[src/rtl/regfile_wb_arbiter_if.sv]
// Write-back handshake bus between the two result producers, the issue logic and the
// write-back arbiter. The arbiter attaches through the slave modport.
interface regfile_wb_arbiter_if #(
  parameter int DATA_W = 16,
  parameter int ADDR_W = 3
);
  logic              alu_valid, alu_ready;
  logic [ADDR_W-1:0] alu_addr;
  logic [DATA_W-1:0] alu_data;
  logic              mem_valid, mem_ready;
  logic [ADDR_W-1:0] mem_addr;
  logic [DATA_W-1:0] mem_data;
  logic [DATA_W-1:0] result;
  logic [ADDR_W-1:0] result_w;
  logic              result_we;
  logic              issue_valid, issue_ready;
  logic [ADDR_W-1:0] issue_addr;
  logic [ADDR_W-1:0] rd_addr, rs_addr;
  logic              rd_busy, rs_busy;

  modport master (
    output alu_valid, alu_addr, alu_data, mem_valid, mem_addr, mem_data,
           issue_valid, issue_addr, rd_addr, rs_addr,
    input  alu_ready, mem_ready, result, result_w, result_we,
           issue_ready, rd_busy, rs_busy
  );

  modport slave (
    input  alu_valid, alu_addr, alu_data, mem_valid, mem_addr, mem_data,
           issue_valid, issue_addr, rd_addr, rs_addr,
    output alu_ready, mem_ready, result, result_w, result_we,
           issue_ready, rd_busy, rs_busy
  );
endinterface

[src/rtl/regfile_wb_arbiter.sv]
// Round-robin write-back arbiter (ALU vs load unit) owning the register file write port,
// plus the pending-write scoreboard used by issue for RAW/WAW checks.
module regfile_wb_arbiter #(
  parameter int DATA_W = 16,
  parameter int ADDR_W = 3,
  parameter int NREGS  = 8
) (
  input logic clk,
  input logic rst,
  regfile_wb_arbiter_if.slave bus
);
  typedef struct packed {
    logic [ADDR_W-1:0] addr;
    logic [DATA_W-1:0] data;
  } wb_req_t;

  logic              rr_mem;     // 0: ALU wins a tie, 1: MEM wins a tie
  logic              alu_gnt, mem_gnt, xfer, issue_fire;
  wb_req_t           win;
  logic [DATA_W-1:0] result_q;
  logic [ADDR_W-1:0] result_w_q;
  logic              result_we_q;
  logic [NREGS-1:0]  busy, set_vec, clr_vec;

  // Grants are forced low while reset is held so nothing appears accepted.
  always_comb begin
    alu_gnt = !rst && bus.alu_valid && (!bus.mem_valid || !rr_mem);
    mem_gnt = !rst && bus.mem_valid && (!bus.alu_valid ||  rr_mem);
  end

  assign xfer          = alu_gnt | mem_gnt;
  assign win           = alu_gnt ? {bus.alu_addr, bus.alu_data} : {bus.mem_addr, bus.mem_data};
  assign bus.alu_ready = alu_gnt;
  assign bus.mem_ready = mem_gnt;
  assign bus.result    = result_q;
  assign bus.result_w  = result_w_q;
  assign bus.result_we = result_we_q;

  always_ff @(posedge clk or posedge rst) begin
    if (rst) begin
      rr_mem      <= 1'b0;
      result_q    <= '0;
      result_w_q  <= '0;
      result_we_q <= 1'b0;
    end else begin
      result_we_q <= xfer;
      if (xfer) begin
        result_q   <= win.data;
        result_w_q <= win.addr;
      end
      if (alu_gnt)      rr_mem <= 1'b1;
      else if (mem_gnt) rr_mem <= 1'b0;
    end
  end

  // A commit to the issuing register frees it on the same edge, so issue may proceed.
  assign bus.issue_ready = !rst && (!busy[bus.issue_addr] ||
                                    (result_we_q && result_w_q == bus.issue_addr));
  assign issue_fire      = bus.issue_valid && bus.issue_ready;
  assign bus.rd_busy     = busy[bus.rd_addr];
  assign bus.rs_busy     = busy[bus.rs_addr];

  for (genvar i = 0; i < NREGS; i++) begin : g_sb
    assign set_vec[i] = issue_fire  && (bus.issue_addr == ADDR_W'(i));
    assign clr_vec[i] = result_we_q && (result_w_q     == ADDR_W'(i));
  end

  // Set dominates clear on the same register.
  always_ff @(posedge clk or posedge rst) begin
    if (rst) busy <= '0;
    else     busy <= (busy & ~clr_vec) | set_vec;
  end
endmodule

[src/flat_wrapper.sv]
// flat-port wrapper written by rule: the top's interface ports become plain ports
module regfile_wb_arbiter_flat 
#(
  parameter int DATA_W = 16,
  parameter int ADDR_W = 3,
  parameter int NREGS  = 8
)
  (clk, rst, bus_alu_valid, bus_alu_addr, bus_alu_data, bus_mem_valid, bus_mem_addr, bus_mem_data, bus_issue_valid, bus_issue_addr, bus_rd_addr, bus_rs_addr, bus_alu_ready, bus_mem_ready, bus_result, bus_result_w, bus_result_we, bus_issue_ready, bus_rd_busy, bus_rs_busy);
  regfile_wb_arbiter_if #(.DATA_W(DATA_W), .ADDR_W(ADDR_W)) bus_i ();
  input logic clk;
  input logic rst;
  input wire logic [$bits(bus_i.alu_valid)-1:0] bus_alu_valid;
  input wire logic [$bits(bus_i.alu_addr)-1:0] bus_alu_addr;
  input wire logic [$bits(bus_i.alu_data)-1:0] bus_alu_data;
  input wire logic [$bits(bus_i.mem_valid)-1:0] bus_mem_valid;
  input wire logic [$bits(bus_i.mem_addr)-1:0] bus_mem_addr;
  input wire logic [$bits(bus_i.mem_data)-1:0] bus_mem_data;
  input wire logic [$bits(bus_i.issue_valid)-1:0] bus_issue_valid;
  input wire logic [$bits(bus_i.issue_addr)-1:0] bus_issue_addr;
  input wire logic [$bits(bus_i.rd_addr)-1:0] bus_rd_addr;
  input wire logic [$bits(bus_i.rs_addr)-1:0] bus_rs_addr;
  output wire logic [$bits(bus_i.alu_ready)-1:0] bus_alu_ready;
  output wire logic [$bits(bus_i.mem_ready)-1:0] bus_mem_ready;
  output wire logic [$bits(bus_i.result)-1:0] bus_result;
  output wire logic [$bits(bus_i.result_w)-1:0] bus_result_w;
  output wire logic [$bits(bus_i.result_we)-1:0] bus_result_we;
  output wire logic [$bits(bus_i.issue_ready)-1:0] bus_issue_ready;
  output wire logic [$bits(bus_i.rd_busy)-1:0] bus_rd_busy;
  output wire logic [$bits(bus_i.rs_busy)-1:0] bus_rs_busy;
  assign bus_i.alu_valid = bus_alu_valid;
  assign bus_i.alu_addr = bus_alu_addr;
  assign bus_i.alu_data = bus_alu_data;
  assign bus_i.mem_valid = bus_mem_valid;
  assign bus_i.mem_addr = bus_mem_addr;
  assign bus_i.mem_data = bus_mem_data;
  assign bus_i.issue_valid = bus_issue_valid;
  assign bus_i.issue_addr = bus_issue_addr;
  assign bus_i.rd_addr = bus_rd_addr;
  assign bus_i.rs_addr = bus_rs_addr;
  assign bus_alu_ready = bus_i.alu_ready;
  assign bus_mem_ready = bus_i.mem_ready;
  assign bus_result = bus_i.result;
  assign bus_result_w = bus_i.result_w;
  assign bus_result_we = bus_i.result_we;
  assign bus_issue_ready = bus_i.issue_ready;
  assign bus_rd_busy = bus_i.rd_busy;
  assign bus_rs_busy = bus_i.rs_busy;
  regfile_wb_arbiter #(.DATA_W(DATA_W), .ADDR_W(ADDR_W), .NREGS(NREGS)) u_core (.clk(clk), .rst(rst), .bus(bus_i));
endmodule
[config.mk]
export PLATFORM = sky130hd
export DESIGN_NAME = regfile_wb_arbiter_flat
export DESIGN_NICKNAME = d
export VERILOG_FILES = /design/src/rtl/regfile_wb_arbiter_if.sv /design/src/rtl/regfile_wb_arbiter.sv /design/src/flat_wrapper.sv
export SDC_FILE = /design/constraint.sdc
export NUM_CORES = 1
export LEC_CHECK = 0
export ABC_CLOCK_PERIOD_IN_PS = 4200
export CORE_MARGIN = 5
export CORE_UTILIZATION = 45
export DETAILED_ROUTE_END_ITERATION = 10
export GPL_TIMING_DRIVEN = 0
export PLACE_DENSITY = 0.84
export SLEW_MARGIN = 20
export SYNTH_ARGS = -nofsm -noshare
export SYNTH_HDL_FRONTEND = slang
export SYNTH_SLANG_ARGS = --single-unit
[constraint.sdc]
create_clock -name clk -period 4.2 [get_ports clk]
set_clock_uncertainty 0.2 [all_clocks]
set_input_delay 0.63 -clock clk [delete_from_list [all_inputs] [get_ports clk]]
set_output_delay 0.63 -clock clk [all_outputs]
set_load 0.01 [all_outputs]
Word-level counts from Yosys, hierarchy flattened --
Index checks and enable logic that the tools add are counted.
Storage, ports and cells: logic and storage cells 70, register bits 29
Operators by class: reduce and logical (&&, ||, !) cells 34, equal/unequal tests 15, mux-type cells 9, order comparisons 3, bitwise gates (word level) 4
Operator list (number):
- 3-bit == test, second input constant | 8
- 1-bit logical AND | 23
- 19-bit two-way mux | 1
- 3-bit by 2-bit == test with 1-bit output, second input constant | 4
- 3-bit by 4-bit less-than comparator with 1-bit output, second input constant | 3
- 1-bit binary-select mux with 3-bit select | 3
- 8-bit bitwise AND | 1
- 8-bit NOT | 1
- 8-bit OR | 1
- 3-bit by 1-bit == test with 1-bit output, second input constant | 2
- 3-bit logical NOT | 2
- 1-bit logical NOT | 5
- 1-bit two-way mux | 5
- 3-bit == test | 1
- 1-bit logical OR | 3
- 2-bit nonzero test | 1
- 1-bit OR | 1

Logic depth before layout (Yosys ltp) --
word-level depth 8, mapped depth 5, mapped depth without buffers 3

Worst setup path after synthesis --
OpenSTA, ideal clock, no wires.
kind input to output, start point input bus_issue_addr[0], end point output bus_issue_ready, stages on the path 4, path buffers 1, arrival time 1671 ps, path slack 1699 ps, data required time 3370 ps, cell sequence buf_6 -> mux4_2 -> mux2_4 -> a21oi_2
Between the ends: cells in the longest elaborated chain, start to end 5
Ends and longest elaborated chain:
- start: declaration | RTL line flat_wrapper.sv:19 | input wire logic [$bits(bus_i.issue_addr)-1:0] bus_issue_addr;
- 1-bit binary-select mux with 3-bit select | RTL line regfile_wb_arbiter.sv:57 | assign bus.issue_ready = !rst && (!busy[bus.issue_addr] ||
- 1-bit two-way mux (implied by the code) | RTL line regfile_wb_arbiter.sv:57
- 1-bit logical NOT | RTL line regfile_wb_arbiter.sv:57
- 1-bit logical OR * | RTL line regfile_wb_arbiter.sv:57
- 1-bit logical AND * | RTL line regfile_wb_arbiter.sv:57
- end: declaration | RTL line flat_wrapper.sv:27 | output wire logic [$bits(bus_i.issue_ready)-1:0] bus_issue_ready;
Every way passes the cells marked *; elsewhere a longest branch is shown, timed or not. The select of a mux whose other input is x is not followed.

Worst setup path after layout --
start point input bus_rd_addr[0], end point output bus_rd_busy
Between the ends: cells in the longest elaborated chain, start to end 2
Ends and longest elaborated chain:
- start: declaration | RTL line flat_wrapper.sv:20 | input wire logic [$bits(bus_i.rd_addr)-1:0] bus_rd_addr;
- 1-bit binary-select mux with 3-bit select | RTL line regfile_wb_arbiter.sv:60 | assign bus.rd_busy = busy[bus.rd_addr];
- 1-bit two-way mux (implied by the code) | RTL line regfile_wb_arbiter.sv:60
- end: declaration | RTL line flat_wrapper.sv:28 | output wire logic [$bits(bus_i.rd_busy)-1:0] bus_rd_busy;
Every way passes these cells. The select of a mux whose other input is x is not followed.

==> reports/results.tsv <==
stage	metric	value	unit
sta	Final Hold Fails	0	
floorplan	I/O pins	77	
pwr	clock power share	0.223	
yosys	largest family of logic cells by synthesized area	compound AO/OA/AOI/OAI gates	
yosys	most numerous cell in the Yosys netlist	dfrtp_1	
global_route	initial antenna violation count	0	
floorplan	Die Width	71.9	um
floorplan	Starting Density	0.467	
cells_and_area	area grow syn2layout	51.5	%
global_route	vias in the first global route	1851	
critical_path	Worst EP arrival	2440	ps
sta	Final Hold Slack	342	ps
clocking	Post-CTS Setup Bufs	0	
sta	RSZ-0062 raised after global routing	false	
clocking	Clk pin slew, worst setup/hold paths	60	ps
drt	Via Count	1722	
yosys	share of the synthesized area in the top cell type	0.422	
sta	Least-Margin Pin Slew	595	ps
cells_and_area	final net count	321	
job	max cap viols	0	
critical_path	Startpoint Class	input pin	
critical_path	most frequent CP cell	clkdlybuf4s50_1	
sta	crit path time final	3270	ps
sta	fmax	0.306	GHz
sta	Final setup viols	0	
outcome	status	completed	
clocking	hold_buf cts	0	
sta	final slew viol count	0	
pwr	PD cells	390	nW/um2
pwr	Seq pwr share	0.392	
critical_path	Slowest Stage Delay on Critical Path	540	ps
place	PortBufs	74	
clocking	number of clock sinks	29	
yosys	Synth cell types	31	
place	RD Place Congestion	0.884	
cells_and_area	antenna cells	0	
global_route	Overflow after GRT	0	
yosys	ys async rst share	1.00	
yosys	#FFs+latches synth	29	
drt	vias per cell	5.43	
global_route	GRT Resource Usage Total	0.202	
critical_path	CP endpoint kind	output pin	
cells_and_area	layout cells sized above 1	0.0929	
drt	DRT iter0 DRCs	132	
cells_and_area	fillers	301	
yosys	Top FF cell, synth	dfrtp_1	
critical_path	Worst EP required	3370	ps
critical_path	FF-to-FF Start	u_core.bus.result_w[1]$_DFFE_PP0P_	
drt	drt pass-1 iters	5	
floorplan	DIE HEIGHT	71.9	um
critical_path	FF-to-FF setup slack	2430	ps
yosys	yosys warns	0	
yosys	Cell Area, Synth	1720	um2
clocking	TritonCTS buffer count	5	
yosys	Post-Synth XOR/XNOR Area	0.0254	
min_path	class of the worst hold path	register to register	
yosys	biggest area consumer among synthesized cells	dfrtp_1	
sta	crit share post-route	0.778	
pwr	Gate power share	0.384	
drt	drt total wl	5070	um
yosys	Post-synth EDFFs	0	
yosys	syn_area_per_cell	9.16	um2
yosys	Post-Synth Adder-Cell Area	0	
pwr	Tot Pwr	1.02	mW
global_route	first-pass GRT wire length	8140	um
clocking	CTS tree	done	
yosys	mux share of post-synthesis cell area	0.112	
yosys	Seq/Total Area, Yosys	0.422	
yosys	Post-synth top cells	dfrtp_1 (29), o21ai_0 (26), nand3_1 (21), nor2_1 (21), a31oi_1 (19)	
clocking	clock root cell	clkbuf_8	
pwr	Pleak	1.00	nW
critical_path	worst setup path category	input pin to output pin	
pwr	Internal Power	0.699	mW
clocking	post_cts resized	0	
sta	setup TNS	0	ps
yosys	simple-gate share of the synthesized area	0.188	
yosys	Syn Nets	240	
min_path	Worst Hold Launch	u_core.rr_mem$_DFFE_PP0P_	
pwr	peak supply drop	0.000207	V
critical_path	slowest cell on the critical path	clkdlybuf4s50_1	
clocking	worst skew pair latency	270	ps
drt	number of routed nets with antenna violations	0	
drt	WL per Instance	16.0	um
clocking	Clock Tree Buf Depth	2	
critical_path	Max FO, Critical Path	2	
sta	Slew HR	0.603	
yosys	Compound-Gate Fraction of Synth Area	0.203	
critical_path	chain of cells forming the critical path	clkdlybuf4s50_1, mux4_2, mux2_2, clkdlybuf4s50_1	
floorplan	num rows	22	
clocking	number of H-tree levels	2	
yosys	post-synthesis instance total	188	
place	hpwl dp	3810	um
drt	DRC Markers	0	
floorplan	core area	3690	um2
pwr	P_sw	0.318	mW
critical_path	Setup crit start	bus_rd_addr[0]	
global_route	largest net degree at the start of global routing	30	
pwr	switching part of the total power	0.312	
yosys	synth top area cells	dfrtp_1 (42%), mux4_2 (7.8%), o21ai_0 (7.6%), a31oi_1 (6.9%), nand3_1 (6.1%)	
floorplan	Die ar.	5160	um2
==> cells by family after synthesis <==
kind of cell	Yosys count
muxes	11
buffers and inverters	19
and+or+nand+nor	67
AOI/OAI and AO/OA	57
xor gates and xnor gates	5
DFF	29
==> sequential cells by signal, summed over array words and instances, names as in the netlist <==
register and flops:
u_core.bus.result 16, u_core.bus.result_we 1, u_core.rr_mem 1, u_core.busy 8, u_core.bus.result_w 3
==> per-layer routing <==
metal | global-route usage | wire length (um)
met5 | 0 | 0
met4 | 0.0731 | 47
met3 | 0.0884 | 598
met2 | 0.346 | 2530
met1 | 0.222 | 1890
==> final timing paths <==
path / end / cells after the start
max: bus_rd_busy / 4
min: u_core.rr_mem$_DFFE_PP0P_ / 1
max reg2reg: u_core.busy[4]$_DFF_PP0_ / 4
min reg2reg: u_core.rr_mem$_DFFE_PP0P_ / 1
max in group asynchronous: u_core.bus.result[12]$_DFFE_PP0P_ / 2
min in group asynchronous: u_core.bus.result[0]$_DFFE_PP0P_ / 2
==> area by class of cell <==
cell class | instances | area, um2 | area share
Buffer | 17 | 78.8 | 0.0302
Clock buffer | 7 | 86.3 | 0.0331
Inverter | 2 | 7.51 | 0.00288
Multi-Input combinational cell | 140 | 910 | 0.349
Sequential cell | 29 | 726 | 0.278
Tap cell | 48 | 60.1 | 0.0230
Timing Repair Buffer | 74 | 741 | 0.284
==> power by group through the flow <==
| stage | Combinational [mW] | Sequential (mW) | Clock (mW) |
|---|---|---|---|
| 3_5_place_dp | 0.390 | 0.404 | 0 |
| 6_report | 0.391 | 0.399 | 0.227 |
| 4_1_cts | 0.393 | 0.399 | 0.228 |
| 3_3_place_gp | 0.383 | 0.400 | 0 |
| 2_1_floorplan | 0.209 | 0.398 | 0 |
| 5_1_grt | 0.425 | 0.410 | 0.239 |
==> placed cells by master (no fill, tap or decap), types with 6 or more instances in the layout <==
master,count
a31oi_1,19
buf_2,6
clkbuf_1,11
clkbuf_8,6
clkdlybuf4s50_1,74
dfrtp_1,29
mux4_2,6
nand2_1,9
nand3_1,21
nor2_1,21
o21ai_0,26
==> worst max-delay path: cells and delay by family <==
family                 cells  cell delay, ps
muxes                      2             790
buffers and inverters      2            1020
==> metrics by stage <==
stage	setup slack, ps	cell area (um2)	cells	utilization
after CTS	908	2610	317	0.707
final	932	2610	317	0.707
after floorplan	1700	1720	188	-
after global placement	933	2520	310	0.684
after global routing	860	2610	317	0.707
after detailed placement	912	2520	310	0.684
Note: power is estimated with default switching activity, not from simulation.
